<file path="config.mk">
export PLATFORM = sky130hd
export DESIGN_NAME = cmos_cfg_sequencer
export DESIGN_NICKNAME = d
export VERILOG_FILES = /design/src/rtl/cmos_cfg_sequencer_pkg.sv /design/src/rtl/cmos_cfg_sequencer.sv
export SDC_FILE = /design/constraint.sdc
export NUM_CORES = 1
export LEC_CHECK = 0
export ABC_CLOCK_PERIOD_IN_PS = 2480
export BUFFER_PORTS_ARGS = -buffer_cell sky130_fd_sc_hd__buf_2
export CAP_MARGIN = 20
export CORE_MARGIN = 3
export CORE_UTILIZATION = 30
export CTS_CLUSTER_SIZE = 30
export DETAILED_ROUTE_END_ITERATION = 16
export MAX_ROUTING_LAYER = met4
export PLACE_DENSITY = 0.59
export SLEW_MARGIN = 20
export SYNTH_ARGS = -nofsm -noshare
export SYNTH_HDL_FRONTEND = slang
export SYNTH_SLANG_ARGS = --single-unit
</file>
<file path="constraint.sdc">
create_clock -name clk_in -period 2.48 [get_ports clk_in]
set_input_delay 0.124 -clock clk_in [delete_from_list [all_inputs] [get_ports clk_in]]
set_output_delay 0.124 -clock clk_in [all_outputs]
set_load 0.005 [all_outputs]
</file>
<file path="src/rtl/cmos_cfg_sequencer_pkg.sv">
// cmos_cfg_defs
//   Shared definitions for the CMOS sensor configuration path: sequencer
//   FSM state encodings, the delay-entry marker address, the command-address
//   and write-data widths used by the sequencer, the table ROM and the
//   serial writer, and a helper that sizes the sequencer's cycle counter.
package cmos_cfg_defs;

  localparam int CMD_ADDR_W = 10;
  localparam int WR_DATA_W  = 16;

  // Table entries carrying this command address are waits, not writes.
  localparam logic [CMD_ADDR_W-1:0] DELAY_ADDR_DEFAULT = 10'h3FF;

  localparam logic [2:0] ST_IDLE  = 3'd0;
  localparam logic [2:0] ST_FETCH = 3'd1;
  localparam logic [2:0] ST_LATCH = 3'd2;
  localparam logic [2:0] ST_ISSUE = 3'd3;
  localparam logic [2:0] ST_GAP   = 3'd4;
  localparam logic [2:0] ST_DELAY = 3'd5;
  localparam logic [2:0] ST_NEXT  = 3'd6;

  // One counter serves gap, delay and timeout, so it must hold the largest
  // of the gap length, the timeout length and a full 16-bit delay value.
  function automatic int cnt_width(input int gap_cycles, input int timeout_cycles);
    int m;
    m = 65535;
    if (gap_cycles > m)     m = gap_cycles;
    if (timeout_cycles > m) m = timeout_cycles;
    return $clog2(m + 1);
  endfunction

endpackage

</file>
<file path="src/rtl/cmos_cfg_sequencer.sv">
// cmos_cfg_sequencer
//   Walks the configuration table once per start pulse and hands each
//   (command address, data) entry to the serial register writer over a
//   valid/ready handshake. Delay entries stall the walk without writing,
//   a fixed idle gap follows every accepted write, and a write that is not
//   accepted within TIMEOUT_CYCLES aborts the pass with a sticky error.
// Ports:
//   clk_in, reset             - clock and synchronous active-high reset
//   start                     - one-cycle pulse, honoured only when idle
//   tbl_index                 - table read index
//   tbl_cmd_addr, tbl_data    - table row, one cycle after tbl_index
//   command_address, data     - write payload to the serial writer
//   wr_valid, wr_ready        - write handshake
//   busy, done, err           - pass in progress / pass complete / timeout
module cmos_cfg_sequencer
  import cmos_cfg_defs::*;
#(
  parameter int NUM_ENTRIES    = 32,
  parameter int IDX_W          = 10,
  parameter int GAP_CYCLES     = 16,
  parameter int TIMEOUT_CYCLES = 4096,
  parameter logic [CMD_ADDR_W-1:0] DELAY_ADDR = DELAY_ADDR_DEFAULT
) (
  input  logic                  clk_in,
  input  logic                  reset,
  input  logic                  start,
  output logic [IDX_W-1:0]      tbl_index,
  input  logic [CMD_ADDR_W-1:0] tbl_cmd_addr,
  input  logic [WR_DATA_W-1:0]  tbl_data,
  output logic [CMD_ADDR_W-1:0] command_address,
  output logic [WR_DATA_W-1:0]  data,
  output logic                  wr_valid,
  input  logic                  wr_ready,
  output logic                  busy,
  output logic                  done,
  output logic                  err
);

  localparam int CNT_W = cnt_width(GAP_CYCLES, TIMEOUT_CYCLES);
  localparam logic [IDX_W-1:0] LAST_IDX = IDX_W'(NUM_ENTRIES - 1);
  localparam logic [CNT_W-1:0] GAP_LOAD = CNT_W'(GAP_CYCLES - 1);
  localparam logic [CNT_W-1:0] TMO_LAST = CNT_W'(TIMEOUT_CYCLES - 1);

  logic [2:0]       state;
  // Gap/delay down-counter, reused as the timeout up-counter in ISSUE.
  logic [CNT_W-1:0] cnt;

  always_ff @(posedge clk_in) begin
    if (reset) begin
      state           <= ST_IDLE;
      cnt             <= '0;
      tbl_index       <= '0;
      command_address <= '0;
      data            <= '0;
      wr_valid        <= 1'b0;
      busy            <= 1'b0;
      done            <= 1'b0;
      err             <= 1'b0;
    end else begin
      done <= 1'b0;
      case (state)
        ST_IDLE: begin
          if (start) begin
            tbl_index <= '0;
            busy      <= 1'b1;
            err       <= 1'b0;
            state     <= ST_FETCH;
          end
        end
        ST_FETCH: state <= ST_LATCH;
        ST_LATCH: begin
          if (tbl_cmd_addr == DELAY_ADDR) begin
            // Counter is preloaded with N-1 so DELAY lasts exactly N cycles;
            // a zero-length delay skips the DELAY state entirely.
            if (tbl_data == '0) begin
              state <= ST_NEXT;
            end else begin
              cnt   <= CNT_W'(tbl_data) - CNT_W'(1);
              state <= ST_DELAY;
            end
          end else begin
            command_address <= tbl_cmd_addr;
            data            <= tbl_data;
            wr_valid        <= 1'b1;
            cnt             <= '0;
            state           <= ST_ISSUE;
          end
        end
        ST_ISSUE: begin
          // A handshake in the final allowed cycle still counts as success.
          if (wr_valid && wr_ready) begin
            wr_valid <= 1'b0;
            if (GAP_CYCLES == 0) begin
              state <= ST_NEXT;
            end else begin
              cnt   <= GAP_LOAD;
              state <= ST_GAP;
            end
          end else if (cnt == TMO_LAST) begin
            wr_valid <= 1'b0;
            err      <= 1'b1;
            busy     <= 1'b0;
            state    <= ST_IDLE;
          end else begin
            cnt <= cnt + 1'b1;
          end
        end
        ST_GAP, ST_DELAY: begin
          if (cnt == '0) state <= ST_NEXT;
          else           cnt   <= cnt - 1'b1;
        end
        ST_NEXT: begin
          if (tbl_index == LAST_IDX) begin
            done  <= 1'b1;
            busy  <= 1'b0;
            state <= ST_IDLE;
          end else begin
            tbl_index <= tbl_index + 1'b1;
            state     <= ST_FETCH;
          end
        end
        default: state <= ST_IDLE;
      endcase
    end
  end

endmodule

</file>
Word level (Yosys, flattened, before mapping)
Index checks and enable logic that the tools add are counted.

Flip-flop bits (word level): 59. Bits in latches: 0. Bits in writable memories: 0. ROM bits: 0. Bits of input ports: 30. Output and inout bits: 40. Memories kept: 0.

$add $sub $neg: 4. $mul: 0. Divide/modulo/power cells: 0. Magnitude comparators: 0. Equality and inequality tests: 20. Shift operators: 0. Mux-type cells: 30. Bitwise logic cells: 2. Reductions and logical operators: 18.

Operators by type and width (count): 16-bit 2-to-1 mux (5); 16-bit case mux with 3 select lines (1); 16-bit zero test (2); 16-bit by 1-bit subtractor with 16-bit output, second input constant (2); 10-bit 2-to-1 mux (2); 10-bit case mux with 2 select lines (1); 3-bit case mux with 6 select lines (1); 16-bit by 1-bit adder with 16-bit output, second input constant (1); 16-bit by 12-bit equality test with 1-bit output, second input constant (1); 2-bit inequality test, second input constant (8); 3-bit 2-to-1 mux (5); 1-bit 2-to-1 mux (11); 10-bit by 1-bit adder with 10-bit output, second input constant (1); 10-bit equality test, second input constant (1); 10-bit by 5-bit equality test with 1-bit output, second input constant (1); 3-bit equality test, second input constant (3); 3-bit inequality test, second input constant (3); 3-bit AND reduction (3); 4-bit AND reduction (2); 3-bit by 2-bit equality test with 1-bit output, second input constant (2); 2-bit nonzero test (3); 3-bit nonzero test (2); 5-bit AND reduction (1); 1-bit case mux with 2 select lines (2); 8 further kinds (10).

Logic depth before layout (Yosys ltp)
Gate-level depths: netlist of the first run.

Word-level depth: 4. Gate-level depth with buffers: 9. Gate-level depth less buffers: 8.

Least setup slack after synthesis of the first run
Ideal clock, no wire load.

Kind: register -> register. Start point: register cnt[8]. End point: register cnt[13]. Arrival time: 2.041 ns. Data required time: 2.363 ns. Setup slack: 0.321 ns. Cell stages (with the launch flop): 9. Clock period less this slack: 2.159 ns. Path through: dfxtp_1 > clkbuf_1 > or3_1 > nor4_2 > a2bb2oi_1 > o211ai_2 > buf_6 > nor2_1 > a32o_1.

Longest elaborated chain between the ends: 4. Elaborated cells on any way between the ends: 11. Those cells by class: add/sub (2); eq/ne (3); mux (4); reduce/logical (2).

RTL lines: from (decl) (line cmos_cfg_sequencer.sv:46) `logic [CNT_W-1:0] cnt;`; from (signal assigned) (line cmos_cfg_sequencer.sv:78) `cnt <= CNT_W'(tbl_data) - CNT_W'(1);`; from (signal assigned) (line cmos_cfg_sequencer.sv:105) `cnt <= cnt + 1'b1;`; from (signal assigned) (line cmos_cfg_sequencer.sv:110) `else cnt <= cnt - 1'b1;`; 16-bit by 1-bit adder with 16-bit output (line cmos_cfg_sequencer.sv:105); 16-bit 2-to-1 mux (line cmos_cfg_sequencer.sv:99) `end else if (cnt == TMO_LAST) begin`; 16-bit 2-to-1 mux (line cmos_cfg_sequencer.sv:91) `if (wr_valid && wr_ready) begin`; 16-bit case mux with 3 select lines (line cmos_cfg_sequencer.sv:61) `case (state)`.

Several ways; a longest one is shown, not always the timed one. The select of a mux whose other input is x is not followed. A chain may end at the register's enable or synchronous reset.

Final worst setup path of the first run
Start point: register cnt[1]. End point: register cnt[1].

The elaborated chain is that of the path after synthesis.

==> results.toml, run 1 <==
[clock_tree]
htreeDepth = 3
cts_buffer_depth = 2
clk_pin_slew_ns = 0.06
cts_resized = 0
cts_root_buf = "clkbuf_16"
hold_buffers = 0
clkSinkCount = 59
clk_latency_ns = 0.33
cts_tree = "done"
cts_setup_buffers = 0
cts_buffers = 9

[yosys]
ys.flop_type = "dfxtp_1"
syn_nets = 507
synth-simple-area-share_pct = 30.99
synth_top_family_by_area = "simple AND/OR/NAND/NOR gates"
synth_xor_area_share_pct = 6.331
ys_ff_latch = 59
synth_compound_area_share_pct = 22.91
yosysSeqAreaShare_pct = 33.02
syn_area_um2 = 3577
synth_adder_area_share_pct = 1.399
postSynthAreaPerCell_um2 = 7.563
synth_edf_count = 0
muxShareOfSynthArea_pct = 0.5596
synth_cell_types = 67
yosys_warnings = 0
syn-instance-count = 473
synthArstFlopShare_pct = 0

[place]
gp_congestion = 0.9247
dp_cells = 689
placed_area_um2 = 4250
hpwl_um = 8680
place_ws_ns = 0.1983
portBuffers = 69

[route]
first_pass_iters = 4
routedWlPerCell_um = 16.28
ant_nets = 0
highest_layer = "met4"
wl_met3_um = 617
detail_route.wirelength_um = 11460
first_iter_violations = 334
wl_met2_um = 5230
vias_per_cell = 5.503
dr_total_vias = 3874
wl_met1_um = 5343
drt_drc_violations_left = 0

[timing]
rsz0062_at_grt = "no"
final_max_slew_viol_count = 0
finalSetupTns_ns = 0
finalCritPeriodShare_pct = 97.03
hold_viol = 0
slew_headroom_pct = 58.97
setup_viol = 0
fin_skew_ns = 0.007179
setup_slack_ns = 0.07367
fmax_ghz = 0.4156
fin_crit_ns = 2.406
tightest_slew_ns = 0.6098

[status]
status = "finished clean"

[grt]
antenna_found_initial = 0
grt_start_max_net_pins = 47
grt_pass1_wl_um = 18760
grt_pass1_vias = 3687
grt_overflow = 0
grt_usage_pct = 18.13

[floorplan]
start_util_pct = 31.06
ioPinCount = 70
die_h_um = 115.2
rows = 39
core_um2 = 11520
chipWidth_um = 115.2
dieArea_um2 = 13270

[setup_path]
worst-path-buf-inv = 2
path_cells = "ha_1, inv_1, nor4_1, nand2_1, o211ai_2, buf_12, nor3_1, a211oi_1"
cp.arrival_ns = 2.63
slowest_delay_ns = 0.57
critical_path.top_delay_family = "simple AND/OR/NAND/NOR gates"
endpoint_kind = "flop"
timing_worst_setup_path_type = "reg -> reg"
cp_slowest_cell = "nor4_1"
worstPathMaxFanout = 21
startpoint_type = "flop"
required_ns = 2.71

[run]
max-cap-violations = 0

[power]
powerDensity_nw_per_um2 = 668.3
p_leak_nw = 1.814
ir_drop_uv = 424.6

[cells_and_area]
final_cells = 704
nets = 591
area_growth_pct = 26.06
num-fill-cells = 1192
drive_above_1_share_pct = 24.06
num_antenna_cells = 0
final_area_um2 = 4509

[worst_hold_path]
hold_class = "in -> reg"
==> per-layer routing <==
metal / GRT usage [%] / vias up
met5: - / -
met4: 6.416 / 0
met3: 4.158 / 21
met2: 27.74 / 141
met1: 23.44 / 1816
li1: - / 1896
==> area by class of cell <==
| class | instances | area, um^2 | share of cell area, % |
|---|---|---|---|
| inverter | 10 | 37.54 | 0.8324 |
| timing repair buffer | 105 | 628.1 | 13.93 |
| multi-input combinational | 372 | 2225 | 49.33 |
| clock inverter | 6 | 33.78 | 0.7492 |
| clock buffer | 9 | 225.2 | 4.994 |
| sequential | 59 | 1181 | 26.19 |
| tap | 143 | 178.9 | 3.968 |
==> through the flow <==
stage          hold WS [ns]  utilization (%)  power (W)
2_1_floorplan        0.2600                -   0.001594
3_3_place_gp         0.3772            36.91   0.001909
3_5_place_dp         0.3828            36.91   0.001916
4_1_cts             0.03074            39.16   0.003036
5_1_grt             0.04453            39.16   0.003177
6_report            0.04421            39.16   0.003014
==> worst min-delay path: stages <==
cell and delay, ns:
buf_2 0.10, nand2_1 0.05, a21oi_1 0.05
==> where the power goes <==
part | switching (W) | internal (W) | total [W]
clock network | 0.000447 | 0.000661 | 0.00111
logic | 0.000461 | 0.000335 | 0.000796
registers | 0.0000754 | 0.00103 | 0.00111
==> worst paths after layout <==
kind | start | to | slack, ns | cells after the start
max reg2reg | cnt[1] | cnt[1] | 0.07 | 8
min reg2reg | data[11] | data[11] | 0.45 | 2
min | tbl_cmd_addr[4] | command_address[4] | 0.04 | 3
max | cnt[1] | cnt[1] | 0.07 | 8
==> cell usage after synthesis, drive strengths merged, types with 3 or more instances <==
master | n | area (um^2)
nand4 | 9 | 56.30
o32ai | 6 | 60.06
a21oi | 52 | 260.3
a22oi | 3 | 22.52
dfxtp | 59 | 1181
nand3 | 14 | 70.07
nor4 | 16 | 118.9
nor3 | 15 | 80.08
o22ai | 7 | 43.79
a31oi | 4 | 25.02
o221ai | 3 | 26.28
and4 | 3 | 26.28
o21ai | 12 | 60.05
or3 | 14 | 97.59
ha | 4 | 50.05
or4 | 8 | 60.06
inv | 10 | 37.54
xnor2 | 12 | 112.6
o221a | 4 | 45.04
nor2 | 35 | 131.4
buf | 8 | 43.79
nand2b | 5 | 31.28
a211oi | 5 | 37.54
nand2 | 81 | 304.0
o21bai | 3 | 22.52
clkbuf | 24 | 90.09
xor2 | 13 | 113.9
nor2b | 8 | 50.05
==> cells in the final DEF, fill, tap and decap left out, types with 2 or more instances in the layout <==
cell type / netlist / layout
nor2b_1: 8 / 8
o221ai_1: 3 / 3
nand2b_1: 5 / 5
nand3b_1: 2 / 2
buf_2: 5 / 69
a311oi_1: 2 / 2
inv_1: 10 / 10
a21oi_1: 52 / 52
a211oi_1: 5 / 5
xnor2_1: 11 / 11
dfxtp_1: 59 / 59
nor4_2: 3 / 3
o21ai_1: 7 / 7
o32ai_1: 5 / 5
o21bai_1: 3 / 3
nand2_1: 81 / 81
ha_1: 4 / 4
xor2_1: 13 / 13
o22ai_1: 7 / 7
mux2i_1: 2 / 2
or3_4: 2 / 2
clkinv_2: 0 / 5
o311a_1: 2 / 2
nor4_1: 13 / 13
a22oi_1: 3 / 3
a31oi_1: 4 / 4
and4_1: 3 / 3
nand4_1: 9 / 9
o221a_2: 3 / 3
a41oi_1: 2 / 2
or3_1: 12 / 12
o21ai_0: 5 / 5
buf_4: 0 / 35
nor2_1: 35 / 35
clkbuf_16: 0 / 9
nand3_1: 14 / 14
nor3_1: 14 / 14
or4_1: 8 / 8
nor3b_1: 2 / 2
==> cell families (layout without fill, tap and decap cells) <==
group | after synthesis | count (layout)
mux | 2 | 2
xor+xnor | 25 | 25
buf+inv | 42 | 130
compound gates | 122 | 122
fa+ha+maj | 4 | 4
flops | 59 | 59
simple gates | 219 | 219
==> registers in the layout, indices dropped and copies added (netlist names) <==
register         cells
busy                 1
cnt                 16
command_address     10
data                16
done                 1
err                  1
state                3
tbl_index           10
wr_valid             1
Power figures use the tool's default switching activity.
==> run 2: changes to the inputs <==
==> constraint.sdc (replaced) <==
create_clock -name clk_in -period 2.48 [get_ports clk_in]
set_input_delay 0.62 -clock clk_in [delete_from_list [all_inputs] [get_ports clk_in]]
set_output_delay 0.62 -clock clk_in [all_outputs]
set_load 0.005 [all_outputs]
==> results.toml, run 2 (synthesized netlist as in run 1, its figures left out) <==
[status]
status = "finished clean"

[cells_and_area]
utilization_pct = 41.03
layout_commonest_cell = "nand2_1"
area_growth_pct = 32.07
layout_common_cells = "nand2_1, buf_2, dfxtp_1"
final_area_um2 = 4725
final_cells = 723
largestRegisters = "cnt: 16 flops, data: 16 flops"
drive_above_1_share_pct = 26.72
nets = 610
num_antenna_cells = 0

[setup_path]
startpoint_type = "input pin"
worstPathMaxFanout = 11
r2r_setup_slack_ns = 0.24
endpoint_kind = "flop"
reg2reg_depth = 9
cp.arrival_ns = 2.51
timing_worst_setup_path_type = "in -> reg"
required_ns = 2.70

[clock_tree]
hold_buffers = 0
cts_buffer_depth = 2
cts_resized = 0
clk_latency_ns = 0.33
cts_buffers = 9
htreeDepth = 3
clk_pin_slew_ns = 0.05
cts_setup_buffers = 0
cts_root_buf = "clkbuf_16"
cts_tree = "done"
clkSinkCount = 59

[timing]
finalCritPeriodShare_pct = 92.33
fin_crit_ns = 2.290
fmax_ghz = 0.4367
fin_skew_ns = 0.005401
setup_viol = 0
tightest_slew_ns = 0.6684
hold_viol = 0
rsz0062_at_grt = "no"
slew_headroom_pct = 55.27
final_max_slew_viol_count = 0

[power]
p_leak_nw = 1.929
powerDensity_nw_per_um2 = 698.9
ir_drop_uv = 533.0

[route]
vias_per_cell = 5.443
routedWlPerCell_um = 15.80
ant_nets = 0
dr_total_vias = 3935
detail_route.wirelength_um = 11420
first_iter_violations = 258
drt_drc_violations_left = 0
first_pass_iters = 5

[floorplan]
rows = 39
core_um2 = 11520
die_h_um = 115.2
chipWidth_um = 115.2
start_util_pct = 31.06
dieArea_um2 = 13270
ioPinCount = 70

[place]
gp_congestion = 0.9563
portBuffers = 69
hpwl_um = 8581
dp_cells = 708
placed_area_um2 = 4397

[run]
max-cap-violations = 0

[grt]
grt_overflow = 0
grt_usage_pct = 18.46
grt_pass1_vias = 3813
grt_start_max_net_pins = 47
antenna_found_initial = 0
grt_pass1_wl_um = 19180

[worst_hold_path]
whs_path_depth = 2
hold_class = "reg -> reg"
run 2: worst paths after layout:
kind	from	endpoint
max	tbl_data[0]	cnt[5]
min	command_address[0]	command_address[0]
max reg2reg	cnt[0]	cnt[5]
min reg2reg	command_address[0]	command_address[0]
run 2: where the power goes:
part | total [W] | internal (W) | switching, W
Sequential | 0.00111 | 0.00103 | 0.0000758
Clock | 0.00138 | 0.000928 | 0.000448
Combinational | 0.000817 | 0.000351 | 0.000466
Total | 0.00330 | 0.00231 | 0.000990
run 2: stage by stage:
stage	hold WS, ns	TNS [ns]	total power [W]	worst slack, ns
after CTS	0.4520	0	0.003315	0.1894
after floorplan	0.4527	-0.002434	0.001595	-0.002434
after global placement	0.4396	-0.5984	0.001928	-0.09169
final	0.4498	0	0.003302	0.1902
after global routing	0.4729	0	0.003471	0.01839
after detailed placement	0.4446	-1.307	0.001936	-0.1552
run 2: metal layers:
| layer | GRT usage [%] | share of wire [%] | vias up |
|---|---|---|---|
| met1 | 23.45 | 45 | 1826 |
| met5 | - | 0 | - |
| met2 | 29.63 | 47 | 145 |
| li1 | - | - | 1941 |
| met4 | 6.025 | 1.8 | 0 |
| met3 | 3.368 | 6.2 | 23 |
run 2: layout make-up:
class	instances	area [um^2]
Fill cell	1186	6792
Clock inverter	4	73.82
Clock buffer	11	252.7
Multi-Input combinational cell	372	2230
Sequential cell	59	1181
Timing Repair Buffer	124	770.7
Tap cell	143	178.9
Inverter	10	37.54
run 2: worst max-delay path: stages:
cell and delay (ns):
buf_2 0.13, inv_1 0.05, ha_1 0.16, or4b_1 0.50, nor4_2 0.31, nand2_1 0.13
o211ai_2 0.12, buf_4 0.22, a21oi_1 0.06, o221a_1 0.21
